[src/rtl/inst_sram_resp_if.sv]
// Fetch-side and backing-memory signals of the instruction SRAM responder.
// slave is the responder's view; master is the requester/memory side.
interface inst_sram_resp_if;
   logic        sram_inst_ena;
   logic [31:0] sram_inst_addr;
   logic [31:0] sram_inst_rdata_1;
   logic [31:0] sram_inst_rdata_2;
   logic        sram_inst_ok_1;
   logic        sram_inst_ok_2;
   logic        mem_req;
   logic [31:0] mem_addr;
   logic        mem_ack;
   logic [31:0] mem_rdata;

   modport slave (
      input  sram_inst_ena, sram_inst_addr, mem_ack, mem_rdata,
      output sram_inst_rdata_1, sram_inst_rdata_2, sram_inst_ok_1, sram_inst_ok_2,
             mem_req, mem_addr
   );

   modport master (
      output sram_inst_ena, sram_inst_addr, mem_ack, mem_rdata,
      input  sram_inst_rdata_1, sram_inst_rdata_2, sram_inst_ok_1, sram_inst_ok_2,
             mem_req, mem_addr
   );
endinterface

[src/rtl/inst_sram_resp.sv]
// Instruction-fetch responder: turns a held fetch request into one or two word reads.
// Define INST_SRAM_RESP_PAIR_EN to compile in the second-word (RD2) fetch.
//
// state | meaning
// IDLE  | waiting for a fetch request; ok pulses are driven here
// RD1   | reading the word at the captured address
// RD2   | reading the word at captured address + 4 (pair build only)
// DRAIN | flushed; waiting out the outstanding read before returning to IDLE
module inst_sram_resp #(
   parameter int PAGE_BITS = 12
) (
   input  logic            clk,
   input  logic            rst,
   input  logic            flush,
   output logic            busy,
   inst_sram_resp_if.slave bus
);
   typedef enum logic [1:0] {IDLE, RD1, RD2, DRAIN} state_t;

   if (PAGE_BITS < 3 || PAGE_BITS > 32) begin : g_bad_page
      $error("inst_sram_resp: PAGE_BITS must be in 3..32");
   end

   state_t      state, state_nx;
   logic        req_q, req_nx;
   logic [31:0] addr_q, addr_nx;
   logic        ok1_q, ok1_nx;
   logic [31:0] rd1_q, rd1_nx;
`ifdef INST_SRAM_RESP_PAIR_EN
   logic        ok2_q, ok2_nx;
   logic [31:0] rd2_q, rd2_nx;
   logic [31:0] word1_q, word1_nx;
   logic        page_end;

   // The second word would fall into the next page, so stop after one.
   assign page_end = &addr_q[PAGE_BITS-1:2];
`endif

   always_comb begin
      state_nx = state;
      req_nx   = req_q;
      addr_nx  = addr_q;
      ok1_nx   = 1'b0;
      rd1_nx   = rd1_q;
`ifdef INST_SRAM_RESP_PAIR_EN
      ok2_nx   = 1'b0;
      rd2_nx   = rd2_q;
      word1_nx = word1_q;
`endif
      case (state)
         IDLE: begin
            // ok_1 high means the requester has not yet seen completion and still holds ena.
            if (bus.sram_inst_ena && !flush && !ok1_q) begin
               state_nx = RD1;
               req_nx   = 1'b1;
               addr_nx  = bus.sram_inst_addr & 32'hFFFF_FFFC;
            end
         end
         RD1: begin
            if (bus.mem_ack) begin
               if (flush) begin
                  state_nx = IDLE;
                  req_nx   = 1'b0;
               end
`ifdef INST_SRAM_RESP_PAIR_EN
               else if (!page_end) begin
                  state_nx = RD2;
                  addr_nx  = addr_q + 32'd4;
                  word1_nx = bus.mem_rdata;
               end
`endif
               else begin
                  state_nx = IDLE;
                  req_nx   = 1'b0;
                  ok1_nx   = 1'b1;
                  rd1_nx   = bus.mem_rdata;
`ifdef INST_SRAM_RESP_PAIR_EN
                  rd2_nx   = '0;
`endif
               end
            end else if (flush) begin
               state_nx = DRAIN;
            end
         end
`ifdef INST_SRAM_RESP_PAIR_EN
         RD2: begin
            if (bus.mem_ack) begin
               state_nx = IDLE;
               req_nx   = 1'b0;
               if (!flush) begin
                  ok1_nx = 1'b1;
                  ok2_nx = 1'b1;
                  rd1_nx = word1_q;
                  rd2_nx = bus.mem_rdata;
               end
            end else if (flush) begin
               state_nx = DRAIN;
            end
         end
`endif
         DRAIN: begin
            if (bus.mem_ack) begin
               state_nx = IDLE;
               req_nx   = 1'b0;
            end
         end
         default: begin
            state_nx = IDLE;
            req_nx   = 1'b0;
         end
      endcase
   end

   always_ff @(posedge clk) begin
      if (rst) begin
         state   <= IDLE;
         req_q   <= 1'b0;
         addr_q  <= '0;
         ok1_q   <= 1'b0;
         rd1_q   <= '0;
`ifdef INST_SRAM_RESP_PAIR_EN
         ok2_q   <= 1'b0;
         rd2_q   <= '0;
         word1_q <= '0;
`endif
      end else begin
         state   <= state_nx;
         req_q   <= req_nx;
         addr_q  <= addr_nx;
         ok1_q   <= ok1_nx;
         rd1_q   <= rd1_nx;
`ifdef INST_SRAM_RESP_PAIR_EN
         ok2_q   <= ok2_nx;
         rd2_q   <= rd2_nx;
         word1_q <= word1_nx;
`endif
      end
   end

   assign busy                  = (state != IDLE);
   assign bus.mem_req           = req_q;
   assign bus.mem_addr          = addr_q;
   assign bus.sram_inst_ok_1    = ok1_q;
   assign bus.sram_inst_rdata_1 = rd1_q;
`ifdef INST_SRAM_RESP_PAIR_EN
   assign bus.sram_inst_ok_2    = ok2_q;
   assign bus.sram_inst_rdata_2 = rd2_q;
`else
   assign bus.sram_inst_ok_2    = 1'b0;
   assign bus.sram_inst_rdata_2 = '0;
`endif
endmodule
[src/flat_wrapper.sv]
// flat-port wrapper written by rule: the top's interface ports become plain ports
module inst_sram_resp_flat 
#(
   parameter int PAGE_BITS = 12
)
  (clk, rst, flush, busy, bus_sram_inst_ena, bus_sram_inst_addr, bus_mem_ack, bus_mem_rdata, bus_sram_inst_rdata_1, bus_sram_inst_rdata_2, bus_sram_inst_ok_1, bus_sram_inst_ok_2, bus_mem_req, bus_mem_addr);
  inst_sram_resp_if bus_i ();
  input  logic clk;
  input  logic rst;
  input  logic flush;
  output logic busy;
  input wire logic [$bits(bus_i.sram_inst_ena)-1:0] bus_sram_inst_ena;
  input wire logic [$bits(bus_i.sram_inst_addr)-1:0] bus_sram_inst_addr;
  input wire logic [$bits(bus_i.mem_ack)-1:0] bus_mem_ack;
  input wire logic [$bits(bus_i.mem_rdata)-1:0] bus_mem_rdata;
  output wire logic [$bits(bus_i.sram_inst_rdata_1)-1:0] bus_sram_inst_rdata_1;
  output wire logic [$bits(bus_i.sram_inst_rdata_2)-1:0] bus_sram_inst_rdata_2;
  output wire logic [$bits(bus_i.sram_inst_ok_1)-1:0] bus_sram_inst_ok_1;
  output wire logic [$bits(bus_i.sram_inst_ok_2)-1:0] bus_sram_inst_ok_2;
  output wire logic [$bits(bus_i.mem_req)-1:0] bus_mem_req;
  output wire logic [$bits(bus_i.mem_addr)-1:0] bus_mem_addr;
  assign bus_i.sram_inst_ena = bus_sram_inst_ena;
  assign bus_i.sram_inst_addr = bus_sram_inst_addr;
  assign bus_i.mem_ack = bus_mem_ack;
  assign bus_i.mem_rdata = bus_mem_rdata;
  assign bus_sram_inst_rdata_1 = bus_i.sram_inst_rdata_1;
  assign bus_sram_inst_rdata_2 = bus_i.sram_inst_rdata_2;
  assign bus_sram_inst_ok_1 = bus_i.sram_inst_ok_1;
  assign bus_sram_inst_ok_2 = bus_i.sram_inst_ok_2;
  assign bus_mem_req = bus_i.mem_req;
  assign bus_mem_addr = bus_i.mem_addr;
  inst_sram_resp #(.PAGE_BITS(PAGE_BITS)) u_core (.clk(clk), .rst(rst), .flush(flush), .busy(busy), .bus(bus_i));
endmodule
[config.mk]
export PLATFORM = sky130hd
export DESIGN_NAME = inst_sram_resp_flat
export DESIGN_NICKNAME = d
export VERILOG_FILES = /design/src/rtl/inst_sram_resp_if.sv /design/src/rtl/inst_sram_resp.sv /design/src/flat_wrapper.sv
export SDC_FILE = /design/constraint.sdc
export NUM_CORES = 1
export LEC_CHECK = 0
export CORE_MARGIN = 10
export CORE_UTILIZATION = 38
export CTS_CLUSTER_DIAMETER = 40
export CTS_CLUSTER_SIZE = 14
export DETAILED_ROUTE_END_ITERATION = 6
export GPL_TIMING_DRIVEN = 0
export PLACE_DENSITY = 0.85
export SYNTH_ARGS = -nofsm -noshare
export SYNTH_HDL_FRONTEND = slang
export SYNTH_SLANG_ARGS = --single-unit
[constraint.sdc]
create_clock -name clk -period 1.45 [get_ports clk]
set_input_delay 0.2175 -clock clk [delete_from_list [all_inputs] [get_ports clk]]
set_output_delay 0.2175 -clock clk [all_outputs]
set_load 0.02 [all_outputs]
# Word-level counts from Yosys, hierarchy flattened
# Index checks and enable logic that the tools add are counted.
# Widths: inputs -> output; s select.
classes:
  n_addsub: 0
  multipliers: 0
  n_div: 0
  n_lt_le_gt_ge: 0
  eq_ne: 6
  shift: 0
  mux: 9
  bitwise_logic: 3
  reduce_logical: 12
ops:
  columns: ["operator", "n"]
  rows:
  - ["$mux 2", 4]
  - ["$pmux 2 s3", 1]
  - ["$reduce_and 3->1", 2]
  - ["$ne 2x1->1 const B", 2]
  - ["$reduce_and 2->1", 2]
  - ["$mux 1", 3]
  - ["$ne 3x3->1 const B", 1]
  - ["$not 1->1", 3]
  - ["$reduce_or 3->1", 1]
  - ["$eq 2x1->1 const B", 1]
  - ["$eq 2x2->1 const B", 1]
  - ["$logic_and 1x1->1", 2]
  - ["$logic_not 1->1", 2]
  - ["$logic_not 2->1", 1]
  - ["$ne 2x2->1 const B", 1]
  - ["$pmux 1 s2", 1]
  - ["$reduce_bool 2->1", 1]
  - ["$reduce_or 2->1", 1]
word_totals:
  reg_bits: 66
  latch_bits: 0
  mem_bits_rw: 0
  romBits: 0
  mem_count: 0

# Logic depth before layout (Yosys ltp)
logic_depth:
  ltp_word: 5
  ltp_mapped: 5

# Worst setup path after synthesis
# OpenSTA, ideal clock, no wires.
synth_timing:
  path_kind: "register to register"
  from: "register u_core.ok1_q, in the netlist u_core.bus.sram_inst_ok_1"
  to: "register u_core.req_q, in the netlist u_core.bus.mem_req"
  arrival_ns: 1.094
  required_ns: 1.335
  slack_ns: 0.241
  stages_incl_launch_ff: 6
  n_path_buf: 2
  path_cell_list: "dfxtp_1 nor2_1 and3_1 buf_6 buf_12 o21a_1"
synth_via:
  elab_chain_cells: 4
synth_lines:
  columns: ["element", "line", "rtl"]
  rows:
  - ["start: declaration", "inst_sram_resp.sv:27", "logic ok1_q, ok1_nx;"]
  - ["start signal: assignment", "inst_sram_resp.sv:130", "ok1_q <= ok1_nx;"]
  - ["$logic_not 1->1", "inst_sram_resp.sv:53", "if (bus.sram_inst_ena && !flush && !ok1_q) begin"]
  - ["$logic_and 1x1->1", "inst_sram_resp.sv:53", null]
  - ["$ne 2x1->1 (no source line)", null, null]
  - ["$reduce_and 2->1 (no source line)", null, null]
  - ["end signal: assignment", "inst_sram_resp.sv:128", "req_q <= req_nx;"]
  - ["end: declaration", "inst_sram_resp.sv:25", "logic req_q, req_nx;"]
# No other way between the ends.
# A chain may end at the register's enable or synchronous reset.

# Worst setup path after layout
layout_timing:
  from: "register u_core.state[0]"
  to: "output busy"
layout_via:
  elab_chain_cells: 1
layout_lines:
  columns: ["element", "line", "rtl"]
  rows:
  - ["start: declaration", "inst_sram_resp.sv:24", "state_t state, state_nx;"]
  - ["start signal: assignment", "inst_sram_resp.sv:127", "state <= state_nx;"]
  - ["$reduce_bool 2->1", "inst_sram_resp.sv:140", "assign busy = (state != IDLE);"]
  - ["end: declaration", "flat_wrapper.sv:11", "output logic busy;"]
# No other way between the ends.

==> flow_metrics.py <==
metrics = {
    "run_status": {
        "outcome": "finished, final reports clean",
    },
    "cts": {
        "cts_root_buf": "clkbuf_8",
        "numCtsBuffers": 9,
        "htreeDepth": 3,
        "cts-resized-gates": 68,
        "cts_setup_buffers": 0,
        "clock_path_buffers": 2,
        "cts_hold_buf": 0,
        "tritoncts": "yes",
        "clk_pin_slew_worst_paths_ps": 70,
        "clk_latency_ps": 330,
        "clock_sinks": 66,
    },
    "yosys": {
        "synth_top_family_by_area": "simple AND/OR/NAND/NOR gates",
        "yosys.area_share.simple_pct": 23.6,
        "post-synth-top-area-cell": "dfxtp_1",
        "yosys_warnings": 0,
        "seq_area_frac_synth_pct": 45.2,
        "synth_mux_area_share_pct": 10.3,
        "syn-instance-count": 324,
        "synth_top_area_share_pct": 45.2,
        "ys_ff_latch": 66,
        "yosys.area_share.adder_pct": 0,
        "synth-compound-area-share_pct": 6.17,
        "synthXorXnorAreaFrac_pct": 0,
        "ys_types": 22,
        "synth_area_leaders": "dfxtp_1 (45%), nand2b_1 (13%), mux2i_1 (10%)",
        "netlist_area_um2": 2920,
        "post_synth.cell_area_avg_um2": 9.01,
    },
    "final_layout": {
        "fillerInstances": 669,
        "syn_to_final_growth_pct": 56.6,
        "final_common_cell": "dfxtp_1",
        "drive_gt1_share_pct": 13.5,
        "regArea_um2": 1320,
        "nets": 568,
        "multi_input_area_um2": 1300,
        "layout_common_cells": "dfxtp_1 (66), clkdlybuf4s50_1 (65), nand2_1 (64), dlygate4sd2_1 (64), nand2b_1 (60)",
        "n_antenna_cell": 0,
    },
    "global_routing": {
        "antenna_found_initial": 0,
        "first_global_vias": 2566,
        "grt_usage_pct": 13.8,
        "grt_pass1_wl_um": 12900,
        "overflow": 0,
        "grt_max_degree": 11,
    },
    "routing": {
        "vias_per_cell": 4.25,
        "wl_um": 8390,
        "dr.pass1.iters": 4,
        "drc_errors": 0,
        "drt_iter0_drc": 68,
        "vias": 2560,
        "post_drt_wl_per_cell_um": 13.9,
        "ant_nets": 0,
    },
    "critical_path": {
        "cp_num_buf_inv": 1,
        "slowest_delay_ps": 360,
        "arrival_ps": 1130,
        "worst-setup-path-type": "reg -> out",
        "cp_max_fo": 7,
        "start_kind": "flip-flop",
        "cp-end-kind": "output port",
        "crit_chain": "or2_2 > buf_2",
        "r2r_slack_ps": 180,
        "path_delay_family": "flip-flops",
        "worst_path_max_delay_cell": "dfxtp_1",
        "crit_required_ps": 1230,
    },
    "min_path": {
        "hp-class": "in -> reg",
    },
    "floorplanning": {
        "ioPinCount": 169,
        "core_um2": 7370,
        "die-area_um2": 11600,
        "dieWidth_um": 108,
        "start_util_pct": 39.6,
        "row_count": 31,
        "fp.dieH_um": 108,
    },
    "pwr": {
        "power_mw": 4.12,
        "p_leak_nw": 2.12,
        "powerDensity_nw_per_um2": 900,
        "vdd_ir_drop_max_uv": 571,
    },
    "sta": {
        "timing.fmax_ghz": 0.741,
        "setup_ws_ps": 100,
        "slew_viol_final": 0,
        "final.setup.tns_ps": 0,
        "rsz0062_at_grt": "no",
        "final-setup-viol-count": 0,
        "period_minus_slack_ps": 1350,
        "period_share_pct": 93.1,
        "clock_skew_ps": 11.1,
        "hold_viol": 0,
    },
    "job": {
        "maxCapViolCount": 0,
    },
    "placed_design": {
        "dp_slack_ps": -140,
        "io_buffers": 130,
        "hpwl_um": 6880,
        "gp_congestion": 0.713,
    },
}
==> per-layer routing <==
| metal | vias to the layer above | wire [um] | global-route usage [%] |
|---|---|---|---|
| met5 | - | 0 | 0 |
| met4 | 0 | 78 | 4.58 |
| met3 | 8 | 961 | 7.31 |
| met2 | 102 | 4160 | 23.2 |
| met1 | 1142 | 3190 | 14.4 |
| li1 | 1308 | - | - |
==> cell families after synthesis <==
| family | Yosys count |
|---|---|
| flops | 66 |
| buf+inv | 57 |
| compound gates | 35 |
| simple gates | 135 |
| mux | 30 |
| other cells | 1 |
==> layout make-up <==
| type | instances | area share [%] |
|---|---|---|
| multi-input combinational | 235 | 28.5 |
| sequential | 66 | 28.9 |
| clock inverter | 3 | 0.876 |
| timing repair buffer | 130 | 26.6 |
| clock buffer | 12 | 3.17 |
| tap | 99 | 2.71 |
| buffer | 57 | 9.30 |
==> metrics by stage <==
stage,area (um^2),hold WS (ps),utilization (%),instances
5_1_grt,4570,294,62.1,602
2_1_floorplan,3050,353,-,358
3_3_place_gp,4470,441,60.7,587
4_1_cts,4570,254,62.1,602
6_report,4570,265,62.1,602
3_5_place_dp,4470,448,60.7,587
==> power by group <==
| part | switching (mW) | internal, mW |
|---|---|---|
| Combinational | 0.343 | 0.392 |
| Sequential | 0.0314 | 1.87 |
| Clock | 0.649 | 0.828 |
| Total | 1.02 | 3.09 |
==> flip-flops by register name (all words and copies together) (netlist names) <==
register / count
u_core.bus.sram_inst_rdata_1: 32
u_core.bus.mem_addr: 30
u_core.state: 2
u_core.bus.mem_req: 1
u_core.bus.sram_inst_ok_1: 1
==> cells in the mapped netlist, drive strengths merged <==
cell type  instances
a211oi             1
a21oi             33
and2b              1
and3               1
and4bb             1
buf               52
clkbuf             5
conb               1
dfxtp             66
mux2i             30
nand2             64
nand2b            60
nand3              1
nand4bb            1
nor2               3
nor3               1
o21a               1
or2                1
or2b               1
==> tightest hold or removal path: stages <==
cell and delay (ps):
buf_2 150, nand2b_1 120, mux2i_1 60
==> worst paths after layout <==
kind                                                      start                               to  cells past startpoint
worst max register to register                  u_core.state[1]          u_core.bus.mem_addr[28]                      5
worst max-delay path                            u_core.state[0]                             busy                      2
worst min register to register  u_core.bus.sram_inst_rdata_1[9]  u_core.bus.sram_inst_rdata_1[9]                      2
worst min-delay path                                        rst          u_core.bus.mem_addr[31]                      3
No activity file was read; power rests on OpenSTA's default activity.
